## src/rtl/uart_pkg.sv

```systemverilog
// Shared UART definitions: receiver FSM states, frame geometry and line levels.
// Used by both ends of the uart_master -> uart_slave link.
package uart_pkg;

    typedef enum logic [1:0] {
        RX_IDLE,
        RX_DATA,
        RX_PARITY,
        RX_STOP
    } rx_state_t;

    localparam int unsigned FRAME_BITS = 11;
    localparam logic        STOP_LVL   = 1'b0;
    localparam int unsigned BIT_CNT_W  = 3;

    // Even parity over the data byte, as the transmitter generates it.
    function automatic logic calc_parity(input logic [7:0] data);
        return ^data;
    endfunction

endpackage

```

## src/rtl/uart_rx_hold_reg.sv

```systemverilog
// Valid/ready holding register for received frames.
// A completed frame loads only if the register is empty or drained this same edge; otherwise it is dropped with an overrun pulse.
module uart_rx_hold_reg #(
    parameter int unsigned DATA_W = 8
) (
    input  logic              clk_rx,
    input  logic              rst_n,
    input  logic              load_valid,
    input  logic [DATA_W-1:0] load_data,
    input  logic              load_perr,
    input  logic              load_ferr,
    input  logic              rx_ready,
    output logic [DATA_W-1:0] rx_data,
    output logic              rx_valid,
    output logic              parity_err,
    output logic              frame_err,
    output logic              overrun,
    output logic              u_rx_done
);

    logic can_load;

    assign can_load = !rx_valid || rx_ready;

    always_ff @(posedge clk_rx or negedge rst_n) begin
        if (!rst_n) begin
            rx_data    <= '0;
            rx_valid   <= 1'b0;
            parity_err <= 1'b0;
            frame_err  <= 1'b0;
            overrun    <= 1'b0;
            u_rx_done  <= 1'b0;
        end else begin
            overrun   <= 1'b0;
            u_rx_done <= load_valid;
            if (load_valid) begin
                if (can_load) begin
                    rx_data    <= load_data;
                    parity_err <= load_perr;
                    frame_err  <= load_ferr;
                    rx_valid   <= 1'b1;
                end else begin
                    overrun    <= 1'b1;
                end
            end else if (rx_valid && rx_ready) begin
                rx_valid   <= 1'b0;
                parity_err <= 1'b0;
                frame_err  <= 1'b0;
            end
        end
    end

endmodule

```

## src/rtl/uart_slave.sv

```systemverilog
// UART receiver: bit-rate sampled deserialiser for start, 8 data LSB first, even parity, stop(0).
// Completed frames are handed to a valid/ready holding register with error flags.
module uart_slave
    import uart_pkg::*;
#(
    parameter int unsigned DATA_W = 8
) (
    input  logic              clk_rx,
    input  logic              rst_n,
    input  logic              u_rx,
    input  logic              en_rx,
    input  logic              rx_ready,
    output logic [DATA_W-1:0] rx_data,
    output logic              rx_valid,
    output logic              parity_err,
    output logic              frame_err,
    output logic              overrun,
    output logic              u_rx_done,
    output logic              rx_busy
);

    rx_state_t            state_q, state_d;
    logic [BIT_CNT_W-1:0] cnt_q;
    logic [DATA_W-1:0]    shift_q;
    logic                 p_rx_q;
    logic                 line_bit;
    logic                 start_det;
    logic                 frame_done;
    logic                 stop_bad;
    logic                 perr_calc;

    // A floating or unknown line must never look like a start bit or a data 1.
    assign line_bit  = (u_rx === 1'b1);
    assign start_det = (u_rx === 1'b0) && en_rx;

    always_ff @(posedge clk_rx or negedge rst_n) begin
        if (!rst_n) begin
            state_q <= RX_IDLE;
        end else begin
            state_q <= state_d;
        end
    end

    always_comb begin
        state_d    = state_q;
        frame_done = 1'b0;
        case (state_q)
            RX_IDLE:   if (start_det) state_d = RX_DATA;
            RX_DATA:   if (cnt_q == BIT_CNT_W'(DATA_W - 1)) state_d = RX_PARITY;
            RX_PARITY: state_d = RX_STOP;
            RX_STOP: begin
                state_d    = RX_IDLE;
                frame_done = 1'b1;
            end
            default:   state_d = RX_IDLE;
        endcase
    end

    always_ff @(posedge clk_rx or negedge rst_n) begin
        if (!rst_n) begin
            cnt_q   <= '0;
            shift_q <= '0;
            p_rx_q  <= 1'b0;
        end else begin
            case (state_q)
                RX_IDLE: if (start_det) cnt_q <= '0;
                RX_DATA: begin
                    shift_q[cnt_q] <= line_bit;
                    cnt_q          <= cnt_q + 1'b1;
                end
                RX_PARITY: p_rx_q <= line_bit;
                default: ;
            endcase
        end
    end

    // Stop sample is taken combinationally on the completion edge itself.
    assign stop_bad  = (line_bit != STOP_LVL);
    assign perr_calc = (p_rx_q != calc_parity(shift_q));
    assign rx_busy   = (state_q != RX_IDLE);

    uart_rx_hold_reg #(
        .DATA_W (DATA_W)
    ) u_hold (
        .clk_rx     (clk_rx),
        .rst_n      (rst_n),
        .load_valid (frame_done),
        .load_data  (shift_q),
        .load_perr  (perr_calc),
        .load_ferr  (stop_bad),
        .rx_ready   (rx_ready),
        .rx_data    (rx_data),
        .rx_valid   (rx_valid),
        .parity_err (parity_err),
        .frame_err  (frame_err),
        .overrun    (overrun),
        .u_rx_done  (u_rx_done)
    );

endmodule

```

## config.mk

```make
export PLATFORM = sky130hd
export DESIGN_NAME = uart_slave
export DESIGN_NICKNAME = d
export VERILOG_FILES = /design/src/rtl/uart_pkg.sv /design/src/rtl/uart_rx_hold_reg.sv /design/src/rtl/uart_slave.sv
export SDC_FILE = /design/constraint.sdc
export NUM_CORES = 1
export LEC_CHECK = 0
export CAP_MARGIN = 20
export CORE_MARGIN = 4
export CORE_UTILIZATION = 56
export CTS_BUF_LIST = sky130_fd_sc_hd__clkbuf_4 sky130_fd_sc_hd__clkbuf_8
export DETAILED_ROUTE_END_ITERATION = 8
export PLACE_DENSITY = 0.82
export RECOVER_POWER = 50
export SLEW_MARGIN = 0
export SYNTH_ARGS = -nofsm -noshare
export SYNTH_HDL_FRONTEND = slang
export SYNTH_HIERARCHICAL = 1
export SYNTH_SLANG_ARGS = --single-unit
```

## constraint.sdc

```tcl
create_clock -name clk_rx -period 2 [get_ports clk_rx]
set_clock_uncertainty 0.2 [all_clocks]
set_input_delay 0.5 -clock clk_rx [delete_from_list [all_inputs] [get_ports clk_rx]]
set_output_delay 0.5 -clock clk_rx [all_outputs]
set_load 0.005 [all_outputs]
```

==> results of run 1 <==
-- logic make-up after synthesis --
group           count (synthesis)  synth area share [%]
xor+xnor                        7                  6.01
simple gates                   19                  10.7
compound gates                  9                  5.01
fa+ha+maj                       7                  6.37
mux                            22                  19.9
buf+inv                         7                  2.73
flops                          27                  49.2
-- worst register-to-register path, stage by stage, from the launching register on --
cell and delay (ns):
dfrtp_1 0.44, xnor2_1 0.25, xnor3_1 0.49, xnor2_1 0.17, a32oi_1 0.21, o21ai_0 0.10
-- repair_timing --
item | 4_1_cts | 5_1_grt
gates resized for setup | 2 | 7
buffers inserted | 1 | 3
endpoints found under the setup margin | 1 | 4
pin swaps | 0 | 1
-- layout by cell type (no fill, tap or decap), drive strengths merged --
cell            n
a21boi          1
a21o            1
a21oi           1
a22o            2
a32oi           2
and2            1
buf            10
clkbuf          5
clkdlybuf4s15   1
clkdlybuf4s25   2
clkdlybuf4s50  13
clkinv          1
dfrtp          27
dlygate4sd3     1
dlymetal6s2s    1
ha              7
inv             3
mux2           19
mux2i           3
nand2           2
nand2b          3
nand4           1
nand4b          2
nor2            3
nor2b           2
nor3            2
nor3b           2
o21ai           2
or2             1
xnor2           5
xnor3           1
xor2            1
-- layout make-up --
class / count / area [um2]
sequential: 27 / 676
multi-input combinational: 64 / 673
fill: 149 / 587
timing repair buffer: 30 / 267
tap: 28 / 35.0
clock buffer: 3 / 22.5
inverter: 3 / 11.3
clock inverter: 1 / 5.00
-- metal layers --
layer / GRT usage, % / part of all wire (%)
met1: 19.6 / 43
met4: 6.95 / 1.6
met2: 26.6 / 52
met5: 0 / 0
met3: 2.71 / 3.1
-- per-stage QoR --
stage / worst slack, ns / hold slack (ns) / cell area, um2 / TNS (ns)
5_1_grt: -0.0569 / 0.353 / 1690 / -0.0757
2_1_floorplan: 0.325 / 0.00441 / 1370 / 0
3_5_place_dp: -0.0160 / 0.303 / 1620 / -0.0379
4_1_cts: 0.00608 / 0.328 / 1660 / 0
6_report: 0.0201 / 0.333 / 1690 / 0
3_3_place_gp: 0.0513 / 0.297 / 1620 / 0
-- power by group through the flow --
stage	Sequential [W]	Clock (W)	Combinational [W]
floorplan	0.000994	0	0.00107
global placement	0.00103	0	0.00149
detailed placement	0.00105	0	0.00155
CTS	0.00104	0.000244	0.00157
global route	0.00108	0.000266	0.00179
finish	0.00104	0.000238	0.00167
-- worst max-delay path by stage --
| stage | start | to | slack, ns |
|---|---|---|---|
| after floorplan | state_q[1] | shift_q[2] | 0.32 |
| after global placement | rx_ready | u_hold/rx_data[1] | 0.05 |
| after detailed placement | rx_ready | u_hold/rx_data[7] | -0.02 |
| after CTS | u_hold/rx_valid | rx_valid | 0.006 |
| after global routing | shift_q[2] | u_hold/parity_err | -0.06 |
| final | shift_q[2] | u_hold/parity_err | 0.02 |
-- cell usage after synthesis, drive strengths merged --
library cell  instances
ha                    7
buf                   4
nand2                 2
nand4                 1
nor3b                 2
a21o                  1
o21ai                 2
a21boi                1
nor3                  2
a21oi                 1
nor2                  3
nor2b                 2
xor2                  1
dfrtp                27
nand4b                2
a32oi                 2
inv                   3
nand2b                3
xnor3                 1
and2                  1
mux2                 19
a22o                  2
mux2i                 3
or2                   1
xnor2                 5
-- sequential cells by signal (all words and copies together), names as in the netlist --
signal and count:
shift_q 8, u_hold/overrun 1, p_rx_q 1, u_hold/u_rx_done 1, u_hold/rx_valid 1, state_q 2, u_hold/parity_err 1, u_hold/frame_err 1
u_hold/rx_data 8, cnt_q 3
==> results.json, run 1 <==
{
  "core_area_um2": 2280,
  "start_util_pct": 60.4,
  "synth_cell_types": 31,
  "yosys.area.top_type": "dfrtp_1",
  "grt_start_max_net_pins": 28,
  "postRouteAntennaNets": 0,
  "outcome": "finished clean",
  "via_per_inst": 5.47,
  "drv_slew": 0,
  "synthCells": 98,
  "cts_tree": "built",
  "die_w_um": 57.5,
  "critPathMostFrequentCell": "xnor2_1",
  "maxCapViolations": 0,
  "finalCritPeriodShare_pct": 99.0,
  "avgSynthCellArea_um2": 14.0,
  "clkTransAtPathRegs_ns": 0.15,
  "critical_path.top_delay_family": "XOR/XNOR gates",
  "grt_pass1_vias": 864,
  "path_max_fanout": 3,
  "pwr-share-seq_pct": 35.4,
  "cp-start-kind": "register",
  "worst_pin_slew_ns": 0.654,
  "port_buffers": 18,
  "hold_depth": 1,
  "overflow": 0,
  "clk_latency_ns": 0.34,
  "num_rows": 17,
  "path_class": "register to register",
  "fin_nets": 141,
  "instances_no_fill": 156,
  "crit_path_end_kind": "register",
  "cts_num_sinks": 27,
  "routed_wl_mm": 2.71,
  "p_sw_share_pct": 35.4,
  "net-switching-power_w": 0.00105,
  "ys_warn_count": 6,
  "min_to": "u_hold/rx_data[5]",
  "cp.depth": 5,
  "intPower_w": 0.00191,
  "power_w": 0.00295,
  "report.final.setup_viol": 0,
  "syn_nets": 110,
  "reg2reg_slack_ns": 0.02,
  "timing.rr.start": "shift_q[2]",
  "ir_worst_vdd_mv": 1.02,
  "utilization_pct": 74.2,
  "dr.pass1.iters": 4,
  "numPlacedInstances": 148,
  "finalCriticalPeriod_ns": 1.98,
  "cp_num_buf_inv": 0,
  "design.die.area_um2": 3310,
  "gp_congestion": 0.713,
  "arrival_ns": 1.99,
  "ys_ff_latch": 27,
  "area_delta_synth_final_pct": 23.0,
  "grtUsageTotal_pct": 15.8,
  "drt_iter0_drc": 7,
  "yosysSeqAreaShare_pct": 49.2,
  "fmax_ghz": 0.505,
  "slew-limit-headroom_pct": 56.4,
  "max_stage_delay_ns": 0.49,
  "cp_cell_sequence": "xnor2_1 -> xnor3_1 -> xnor2_1 -> a32oi_1 -> o21ai_0",
  "cts_buffers": 3,
  "route.detailed.wl_per_inst_um": 17.4,
  "worstReg2RegEnd": "u_hold/parity_err",
  "hold_class": "register to register",
  "num_io_pins": 19,
  "clkPwrFrac_pct": 8.1,
  "vias": 854,
  "synth_top_area_share_pct": 49.2,
  "power_density_nw_per_um2": 1750,
  "synth_area_leaders": "dfrtp_1 (49%), mux2_4 (8.7%), mux2_2 (6.6%)",
  "ctsHoldBuffers": 0,
  "grt_pass1_wl_mm": 3.95,
  "min_from": "u_hold/rx_data[5]",
  "synth_area_um2": 1370,
  "pwr-share-comb_pct": 56.5,
  "drc": 0,
  "cp_slowest_cell": "xnor3_1",
  "root_buffer": "clkbuf_4",
  "reg2reg_depth": 5,
  "place_hpwl_mm": 1.79,
  "p_leak_nw": 0.784,
  "clock_path_buffers": 2,
  "htree_num_levels": 1,
  "drive_gt1_share_pct": 34.4,
  "die_y_um": 57.5,
  "antenna_found_initial": 0,
  "antenna_cells": 0,
  "required_ns": 2.01,
  "hold_viol": 0
}
Note: power is estimated with default switching activity, not from simulation.
==> run 2, diff against run 1 <==
CAP_MARGIN = unset   (was 20)
CORE_UTILIZATION = 50   (was 56)
PLACE_DENSITY = 0.75   (was 0.82)
==> results.json, run 2 (same netlist as run 1, synthesis figures left out) <==
{
  "clock_path_buffers": 2,
  "required_ns": 1.30,
  "start_util_pct": 54.0,
  "outcome": "finished clean",
  "grtUsageTotal_pct": 14.4,
  "power_density_nw_per_um2": 1690,
  "cp-start-kind": "register",
  "clk_latency_ns": 0.34,
  "clkPwrFrac_pct": 8.4,
  "finalCriticalPeriod_ns": 1.94,
  "worst_pin_slew_ns": 0.653,
  "root_buffer": "clkbuf_4",
  "pwr-share-seq_pct": 35.3,
  "path_max_fanout": 3,
  "core_area_um2": 2540,
  "vias": 839,
  "drt_iter0_drc": 12,
  "hold_class": "register to register",
  "pre_cts_slack_ns": 0.0202,
  "cp.depth": 1,
  "design.die.area_um2": 3650,
  "utilization_pct": 67.2,
  "reg2reg_depth": 6,
  "hold_depth": 1,
  "die_w_um": 60.4,
  "grt_pass1_vias": 828,
  "ir_worst_vdd_mv": 1.08,
  "regArea_um2": 676,
  "antenna_found_initial": 0,
  "max_stage_delay_ns": 0.52,
  "gp_congestion": 0.685,
  "final_cell_area_um2": 1710,
  "overflow": 0,
  "cts_num_sinks": 27,
  "dr.pass1.iters": 2,
  "htree_num_levels": 1,
  "drc": 0,
  "num_io_pins": 19,
  "reg_top3": "shift_q x8, u_hold/rx_data x8, cnt_q x3",
  "slew-limit-headroom_pct": 56.5,
  "cp_slowest_cell": "clkdlybuf4s50_1",
  "cts_tree": "built",
  "fmax_ghz": 0.516,
  "path_class": "register to output port",
  "postRouteAntennaNets": 0,
  "placed_area_um2": 1620,
  "cts_buffers": 3,
  "num_rows": 18,
  "port_buffers": 18,
  "arrival_ns": 1.24,
  "antenna_cells": 0,
  "intPower_w": 0.00194,
  "clkTransAtPathRegs_ns": 0.16,
  "crit_path_end_kind": "output port",
  "grt_start_max_net_pins": 28,
  "area_delta_synth_final_pct": 24.5,
  "route.detailed.wl_per_inst_um": 14.1,
  "report.final.setup_viol": 0,
  "drive_gt1_share_pct": 36.2,
  "p_leak_nw": 0.781,
  "multiInputGateArea_um2": 673,
  "fillCellCount": 196,
  "hold_viol": 0,
  "net-switching-power_w": 0.000958,
  "grt_pass1_wl_mm": 3.84,
  "p_sw_share_pct": 33.1,
  "cp_num_buf_inv": 1,
  "drv_slew": 0,
  "fin_ws_ns": 0.0605,
  "routed_wl_mm": 2.26,
  "critical_path.top_delay_family": "buffers and inverters",
  "power_w": 0.00290,
  "fin_nets": 143,
  "maxCapViolations": 0,
  "pwr-share-comb_pct": 56.2,
  "die_y_um": 60.4,
  "finalCritPeriodShare_pct": 97.0,
  "via_per_inst": 5.24,
  "place_hpwl_mm": 1.64,
  "layout_commonest_cell": "dfrtp_1",
  "layout_common_cells": "dfrtp_1 (27), clkdlybuf4s50_1 (15), buf_4 (12), mux2_2 (8), mux2_4 (8)",
  "cp_cell_sequence": "clkdlybuf4s50_1"
}
==> run 2: final cells by class <==
cell class / instances / share of cell area (%)
clock inverters: 1 / 0.439
multi-input cells: 64 / 39.4
flip-flops and latches: 27 / 39.5
inverters: 3 / 0.658
repair buffers: 32 / 16.5
well taps: 30 / 2.19
clock buffers: 3 / 1.32
==> run 2: what timing repair did <==
action / 4_1_cts / 5_1_grt
gates resized for setup: 3 / 4
setup buffers: 2 / 5
hold buffers: 0 / 0
endpoints found under the setup margin: 1 / 4
==> run 2: worst register-to-register path, delay by kind of cell, from the launching register on <==
kind / cells / cell delay, ns
mux: 1 / 0.33
compound gates: 1 / 0.14
flops: 1 / 0.41
simple gates: 1 / 0.18
buf+inv: 2 / 0.25
fa+ha+maj: 1 / 0.29
==> run 2: path summary, 6_finish.rpt <==
kind	startpoint	to	slack, ns
min in group asynchronous	rst_n	u_hold/rx_data[3]	0.49
max in group asynchronous	rst_n	shift_q[1]	0.68
min reg2reg	u_hold/rx_data[2]	u_hold/rx_data[2]	0.33
max reg2reg	state_q[0]	state_q[1]	0.10
max	u_hold/frame_err	frame_err	0.06
min	u_hold/rx_data[2]	u_hold/rx_data[2]	0.33
==> run 2: per-stage QoR <==
stage               std cells  setup TNS (ns)  hold slack [ns]
global route              160        -0.00241            0.352
CTS                       155               0            0.309
finish                    160               0            0.330
detailed placement        149               0            0.303
global placement          149               0            0.293
floorplan                  98               0          0.00441
==> run 2: routing by layer <==
layer | vias up | share of wire, % | track usage (%)
met3 | 4 | 3.4 | 2.55
met4 | 0 | 1.7 | 5.57
met5 | - | 0 | 0
met1 | 416 | 46 | 18.1
li1 | 407 | - | -
met2 | 12 | 49 | 24.7
==> run 2: power groups by stage <==
stage          sequential [W]  combinational (W)  clock (W)
4_1_cts               0.00103            0.00157   0.000258
5_1_grt               0.00107            0.00179   0.000279
2_1_floorplan        0.000994            0.00107          0
3_5_place_dp          0.00105            0.00152          0
3_3_place_gp          0.00103            0.00147          0
6_report              0.00102            0.00163   0.000245
